<file path="config.mk">
export PLATFORM = sky130hd
export DESIGN_NAME = chain_stage_fifo
export DESIGN_NICKNAME = d
export VERILOG_FILES = /design/src/rtl/chain_stage_pkg.sv /design/src/rtl/chain_stage_mem.sv /design/src/rtl/chain_stage_fifo.sv
export SDC_FILE = /design/constraint.sdc
export NUM_CORES = 1
export LEC_CHECK = 0
export CORE_ASPECT_RATIO = 1.5
export CORE_MARGIN = 10
export CORE_UTILIZATION = 50
export DETAILED_ROUTE_END_ITERATION = 12
export PLACE_DENSITY = 0.87
export SKIP_CTS_REPAIR_TIMING = 1
export SYNTH_ARGS = -nofsm -noshare
export SYNTH_HDL_FRONTEND = slang
export SYNTH_HIERARCHICAL = 1
export SYNTH_SLANG_ARGS = --single-unit
</file>
<file path="constraint.sdc">
create_clock -name clk -period 5.21 [get_ports clk]
set_input_delay 1.3025 -clock clk [delete_from_list [all_inputs] [get_ports clk]]
set_output_delay 1.3025 -clock clk [all_outputs]
set_load 0.005 [all_outputs]
</file>
<file path="src/rtl/chain_stage_pkg.sv">
// Shared types and constants for the chain forwarding stage: hop counter and
// statistics counter types, with saturating increment helpers.
package chain_stage_pkg;

   typedef logic [7:0]  hop_t;
   typedef logic [15:0] stat_cnt_t;

   localparam hop_t      HOP_MAX  = 8'hFF;
   localparam stat_cnt_t STAT_MAX = 16'hFFFF;

   function automatic hop_t hop_inc(input hop_t h);
      return (h == HOP_MAX) ? HOP_MAX : hop_t'(h + 8'd1);
   endfunction

   function automatic stat_cnt_t stat_inc(input stat_cnt_t c);
      return (c == STAT_MAX) ? STAT_MAX : stat_cnt_t'(c + 16'd1);
   endfunction

endpackage

</file>
<file path="src/rtl/chain_stage_mem.sv">
// Register-array storage for the chain stage FIFO: one synchronous write port
// and one asynchronous read port.
module chain_stage_mem #(
   parameter int WIDTH = 24,
   parameter int DEPTH = 4
) (
   input  logic                     clk,
   input  logic                     wr_en,
   input  logic [$clog2(DEPTH)-1:0] wr_addr,
   input  logic [WIDTH-1:0]         wr_data,
   input  logic [$clog2(DEPTH)-1:0] rd_addr,
   output logic [WIDTH-1:0]         rd_data
);

   logic [WIDTH-1:0] mem [DEPTH];

   // NOTE: storage has no reset; occupancy tracking guarantees no entry is read
   // before it is written, so resetting the array would only cost flops.
   always_ff @(posedge clk) begin
      if (wr_en) mem[wr_addr] <= wr_data;
   end

   assign rd_data = mem[rd_addr];

endmodule

</file>
<file path="src/rtl/chain_stage_fifo.sv">
// Buffered forwarding stage: queues upstream tokens, stamps a saturating hop
// count and presents them downstream. Define CHAIN_STAGE_STATS_EN for counters.
module chain_stage_fifo
   import chain_stage_pkg::*;
#(
   parameter int         DATA_W   = 16,
   parameter int         DEPTH    = 4,
   parameter logic [7:0] STAGE_ID = 8'd0
) (
   input  logic                     clk,
   input  logic                     rst,
   input  logic                     in_valid,
   output logic                     in_ready,
   input  logic [DATA_W-1:0]        in_data,
   input  hop_t                     in_hops,
   output logic                     out_valid,
   input  logic                     out_ready,
   output logic [DATA_W-1:0]        out_data,
   output hop_t                     out_hops,
   output logic [7:0]               out_last_id,
   output logic [$clog2(DEPTH):0]   count,
   output logic                     hop_sat
`ifdef CHAIN_STAGE_STATS_EN
   ,
   output stat_cnt_t                stall_cnt,
   output stat_cnt_t                xfer_cnt
`endif
);

   localparam int AW = $clog2(DEPTH);
   localparam int CW = AW + 1;
   localparam int MW = DATA_W + 8;

   logic [AW-1:0] wr_ptr;
   logic [AW-1:0] rd_ptr;
   logic [CW-1:0] count_q;
   logic          hop_sat_q;
   logic          push;
   logic          pop;
   logic [MW-1:0] rd_word;

   // Handshakes depend only on occupancy, so no ready path crosses the stage.
   assign in_ready    = (count_q != CW'(DEPTH));
   assign out_valid   = (count_q != '0);
   assign push        = in_valid && in_ready;
   assign pop         = out_valid && out_ready;
   assign count       = count_q;
   assign hop_sat     = hop_sat_q;
   assign out_last_id = STAGE_ID;

   // NOTE: sequential state uses non-blocking assignments so every register
   // samples pre-edge values regardless of statement order.
   always_ff @(posedge clk) begin
      if (rst) begin
         wr_ptr    <= '0;
         rd_ptr    <= '0;
         count_q   <= '0;
         hop_sat_q <= 1'b0;
      end else begin
         if (push) wr_ptr <= wr_ptr + AW'(1);
         if (pop)  rd_ptr <= rd_ptr + AW'(1);
         case ({push, pop})
            2'b10:   count_q <= count_q + CW'(1);
            2'b01:   count_q <= count_q - CW'(1);
            default: count_q <= count_q;
         endcase
         if (push && (in_hops == HOP_MAX)) hop_sat_q <= 1'b1;
      end
   end

   chain_stage_mem #(
      .WIDTH (MW),
      .DEPTH (DEPTH)
   ) u_mem (
      .clk     (clk),
      .wr_en   (push),
      .wr_addr (wr_ptr),
      .wr_data ({in_data, hop_inc(in_hops)}),
      .rd_addr (rd_ptr),
      .rd_data (rd_word)
   );

   assign out_data = rd_word[MW-1:8];
   assign out_hops = rd_word[7:0];

`ifdef CHAIN_STAGE_STATS_EN
   always_ff @(posedge clk) begin
      if (rst) begin
         stall_cnt <= '0;
         xfer_cnt  <= '0;
      end else begin
         if (out_valid && !out_ready) stall_cnt <= stat_inc(stall_cnt);
         if (pop)                     xfer_cnt  <= stat_inc(xfer_cnt);
      end
   end
`endif

endmodule

</file>
==> results.txt <==
----------------------------------------------------
[STA]
  Slew headroom ... 16.3%
  Post-route setup TNS ... 0 ps
  Maximum achievable frequency ... 0.266 GHz
  Measured slew at the worst slew-check pin ... 1250 ps
  Minimum period implied by the final worst setup slack ... 3770 ps
  Setup repair after global routing missed its margin ... no
  Final Hold Violating Endpoints ... 0
  Final-report max-slew violation count ... 0
  Post-route clock period utilization ... 72.3%
  Skew final ... 3.76 ps
  Setup Viol. Count Final ... 0

[Route]
  Number of iterations in the first detailed-routing pass ... 4
  Vias post-DR ... 2126
  DRC violation count after routing ... 0
  Average detailed-routed wire length per instance ... 20.6 µm
  Via-per-instance ratio ... 5.57
  Number of nets with antenna violations after routing ... 0
  Routed wire length ... 7870 µm
  Starting DRC count in detailed routing ... 100

[Placed design]
  Instance area after placement ... 4790 µm²
  Weighted congestion at the end of routability-driven global placement ... 0.672
  IO buf count ... 57
  Post-DP HPWL ... 5560 µm

[Min path]
  Hold Path Stages ... 2
  Worst Hold Class ... reg2reg
  Hold Startpoint ... hop_sat
  Endpoint with the worst hold slack ... hop_sat

[GRT]
  Total global-route track usage ... 13.2%
  Largest net degree at the start of global routing ... 27
  Global route overflow ... 0
  Initial antenna violation count ... 0
  First-pass GRT wire length ... 12500 µm
  Vias in the first global route ... 2251

[Final layout]
  Number of diodes added for antenna fixing ... 0
  Leading cell type in the layout, fill and taps excluded ... sky130_fd_sc_hd__edfxtp_1
  Post-layout instance area ... 5050 µm²
  Layout net count ... 303
  Share of layout cells above drive strength 1 ... 16.6%
  Commonest non-fill, non-tap cells in the layout ... 96 x sky130_fd_sc_hd__edfxtp_1, 57 x sky130_fd_sc_hd__clkdlybuf4s50_1, 20 x sky130_fd_sc_hd__mux4_2, 9 x sky130_fd_sc_hd__clkbuf_16
  Signed area change from the synthesized netlist to the final layout ... 21.6%
  Number of fill cells in the layout ... 569

[Clocking]
  Clk Latency, worst-skew pair ... 330 ps
  Buffer cell driving the clock tree root ... sky130_fd_sc_hd__clkbuf_16
  TritonCTS clock tree ... built
  Number of H-tree branching levels ... 3
  Clock transition at the registers of the reported paths ... 60 ps
  Worst-case clock buffer depth ... 2
  Clk sinks ... 104
  CTS buffer count ... 9

[Synthesis]
  Warnings from Yosys ... 6
  Most used flip-flop cell after synthesis ... sky130_fd_sc_hd__edfxtp_1
  Synthesized area ... 4160 µm²
  Syn_area_per_cell ... 20.0 µm²
  Synthesized instance count ... 208
  Synthesized flop and latch total ... 104
  Proportion of synthesized flip-flops having asynchronous set or reset ... 0%
  Distinct cell type count of the synthesized netlist ... 39
  Number of enable-type register cells in the synthesized netlist ... 96
  Sequential fraction of the synthesis area ... 73.2%

[Critical path]
  Cell type of the slowest stage on the worst timing path ... sky130_fd_sc_hd__dfxtp_1
  Critical path capture point type ... output pin
  Required time of the critical path ... 3910 ps
  Critical path, cell by cell ... mux4_2 > clkdlybuf4s50_1
  Worst r2r dst ... count[2]
  Worst setup SP type ... flip-flop
  Beginning of the worst register-to-register path ... count[2]
  Maximum fanout along the worst path ... 25
  Arrival time reported for the critical path endpoint ... 2460 ps
  Stage delay of the slowest cell on the critical path ... 1160 ps
  Type of the worst setup path ... reg2out
  Worst reg-to-reg setup slack ... 2740 ps
  R2R depth ... 8

[Power]
  Share of total power in sequential cells ... 48.8%
  Cell Pwr Density ... 446 nW/µm²
  Total net switching power ... 0.556 mW
  Sum of internal, switching and leakage power ... 2.25 mW
  Fraction of power consumed by the clock network ... 26.3%
  Internal Dissipation ... 1.70 mW
  Combinational Power Share ... 24.9%
  Leakage power figure ... 1.67 nW
  Highest ir drop seen on vdd ... 0.284 mV
  Switching portion of total power ... 24.7%

[Floorplanning]
  Initial Util ... 51.6%
  Die footprint ... 12400 µm²
  Horiz. Die Dim ... 94.4 µm
  Placeable Area ... 8060 µm²
  Overall die height ... 132 µm
  Ports ... 66
  Core Rows ... 40

[Outcome]
  Outcome ... finished clean

[Job]
  Max-Cap Viols ... 0

----------------------------------------------------
[metrics by stage]
stage / instances / setup slack (ps) / utilization, % / hold WS [ps]
6_report: 382 / 1440 / 62.7 / 480
2_1_floorplan: 215 / 1480 / - / 465
4_1_cts: 382 / 1400 / 62.7 / 488
3_3_place_gp: 366 / 1840 / 59.4 / 460
5_1_grt: 382 / 1320 / 62.7 / 544
3_5_place_dp: 366 / 1770 / 59.4 / 469
[critical path: cells and delay by family, from the launching register on]
| family | cells | cell delay, ps |
|---|---|---|
| buffers and inverters | 1 | 530 |
| flip-flops | 1 | 1160 |
| multiplexers | 1 | 440 |
[per-layer routing]
layer | wire length [µm] | global-route usage (%)
met1 | 2980 | 14.8
met2 | 4280 | 22.6
met3 | 460 | 3.99
met4 | 149 | 5.17
met5 | 0 | 0
[worst max path at each step]
| stage | from | end | slack (ps) | cells past startpoint |
|---|---|---|---|---|
| finish | rd_ptr[1] | out_hops[4] | 1440 | 2 |
| detailed placement | rd_ptr[0] | out_hops[1] | 1770 | 2 |
| floorplan | in_valid | u_mem/mem[0][0] | 1480 | 3 |
| global placement | rd_ptr[0] | out_hops[2] | 1840 | 2 |
| CTS | rd_ptr[0] | out_hops[1] | 1400 | 2 |
| global route | rd_ptr[0] | out_hops[1] | 1320 | 2 |
[state kept, by name, indices dropped and copies added, names as in the netlist]
name / count
u_mem/mem: 96
count: 3
rd_ptr: 2
wr_ptr: 2
hop_sat: 1
[power by group through the flow]
| stage | Sequential (mW) | Clock (mW) | Combinational [mW] |
|---|---|---|---|
| 3_3_place_gp | 1.11 | 0 | 0.553 |
| 5_1_grt | 1.12 | 0.639 | 0.601 |
| 3_5_place_dp | 1.12 | 0 | 0.569 |
| 2_1_floorplan | 1.05 | 0 | 0.365 |
| 4_1_cts | 1.10 | 0.606 | 0.574 |
| 6_report | 1.10 | 0.593 | 0.560 |
[layout make-up]
cell class	count	area [µm²]	area share (%)
sequential	104	3040	60.2
multi-input combinational	89	981	19.4
timing repair buffer	62	608	12.0
clock buffer	11	243	4.80
tap	105	131	2.60
clock inverter	5	23.8	0.470
inverter	6	22.5	0.446
[synth_stat cells (2+ instances only)]
cell type | n | area [µm²]
sky130_fd_sc_hd__or3_2 | 2 | 15.0
sky130_fd_sc_hd__and4_1 | 2 | 17.5
sky130_fd_sc_hd__a41oi_1 | 2 | 17.5
sky130_fd_sc_hd__o21ai_0 | 2 | 10.0
sky130_fd_sc_hd__nor2_1 | 8 | 30.0
sky130_fd_sc_hd__buf_6 | 2 | 22.5
sky130_fd_sc_hd__mux4_2 | 20 | 450
sky130_fd_sc_hd__inv_1 | 6 | 22.5
sky130_fd_sc_hd__mux4_1 | 4 | 105
sky130_fd_sc_hd__buf_12 | 2 | 40.0
sky130_fd_sc_hd__nand3_1 | 2 | 10.0
sky130_fd_sc_hd__dfxtp_1 | 8 | 160
sky130_fd_sc_hd__edfxtp_1 | 96 | 2880
sky130_fd_sc_hd__buf_2 | 2 | 10.0
sky130_fd_sc_hd__xor2_1 | 3 | 26.3
sky130_fd_sc_hd__nand2_1 | 6 | 22.5
sky130_fd_sc_hd__nand2b_1 | 2 | 12.5
sky130_fd_sc_hd__a21oi_1 | 5 | 25.0
sky130_fd_sc_hd__buf_4 | 8 | 60.1
sky130_fd_sc_hd__and3b_1 | 2 | 17.5
sky130_fd_sc_hd__xnor2_1 | 2 | 17.5
sky130_fd_sc_hd__a31oi_1 | 2 | 12.5
sky130_fd_sc_hd__and3_1 | 3 | 18.8
sky130_fd_sc_hd__ha_1 | 2 | 25.0
[kinds of logic (layout without fill, tap and decap cells)]
kind of cell / Yosys count / count (layout) / share of synthesized area (%)
muxes: 25 / 25 / 13.6
other: 1 / 8 / 0.0902
xor gates and xnor gates: 5 / 5 / 1.05
buffers and inverters: 22 / 84 / 3.94
and+or+nand+nor: 32 / 32 / 4.27
DFF: 104 / 104 / 73.2
AOI/OAI and AO/OA: 16 / 16 / 2.71
adders and majority gates: 3 / 3 / 1.08
No activity file was read; power rests on OpenSTA's default activity.
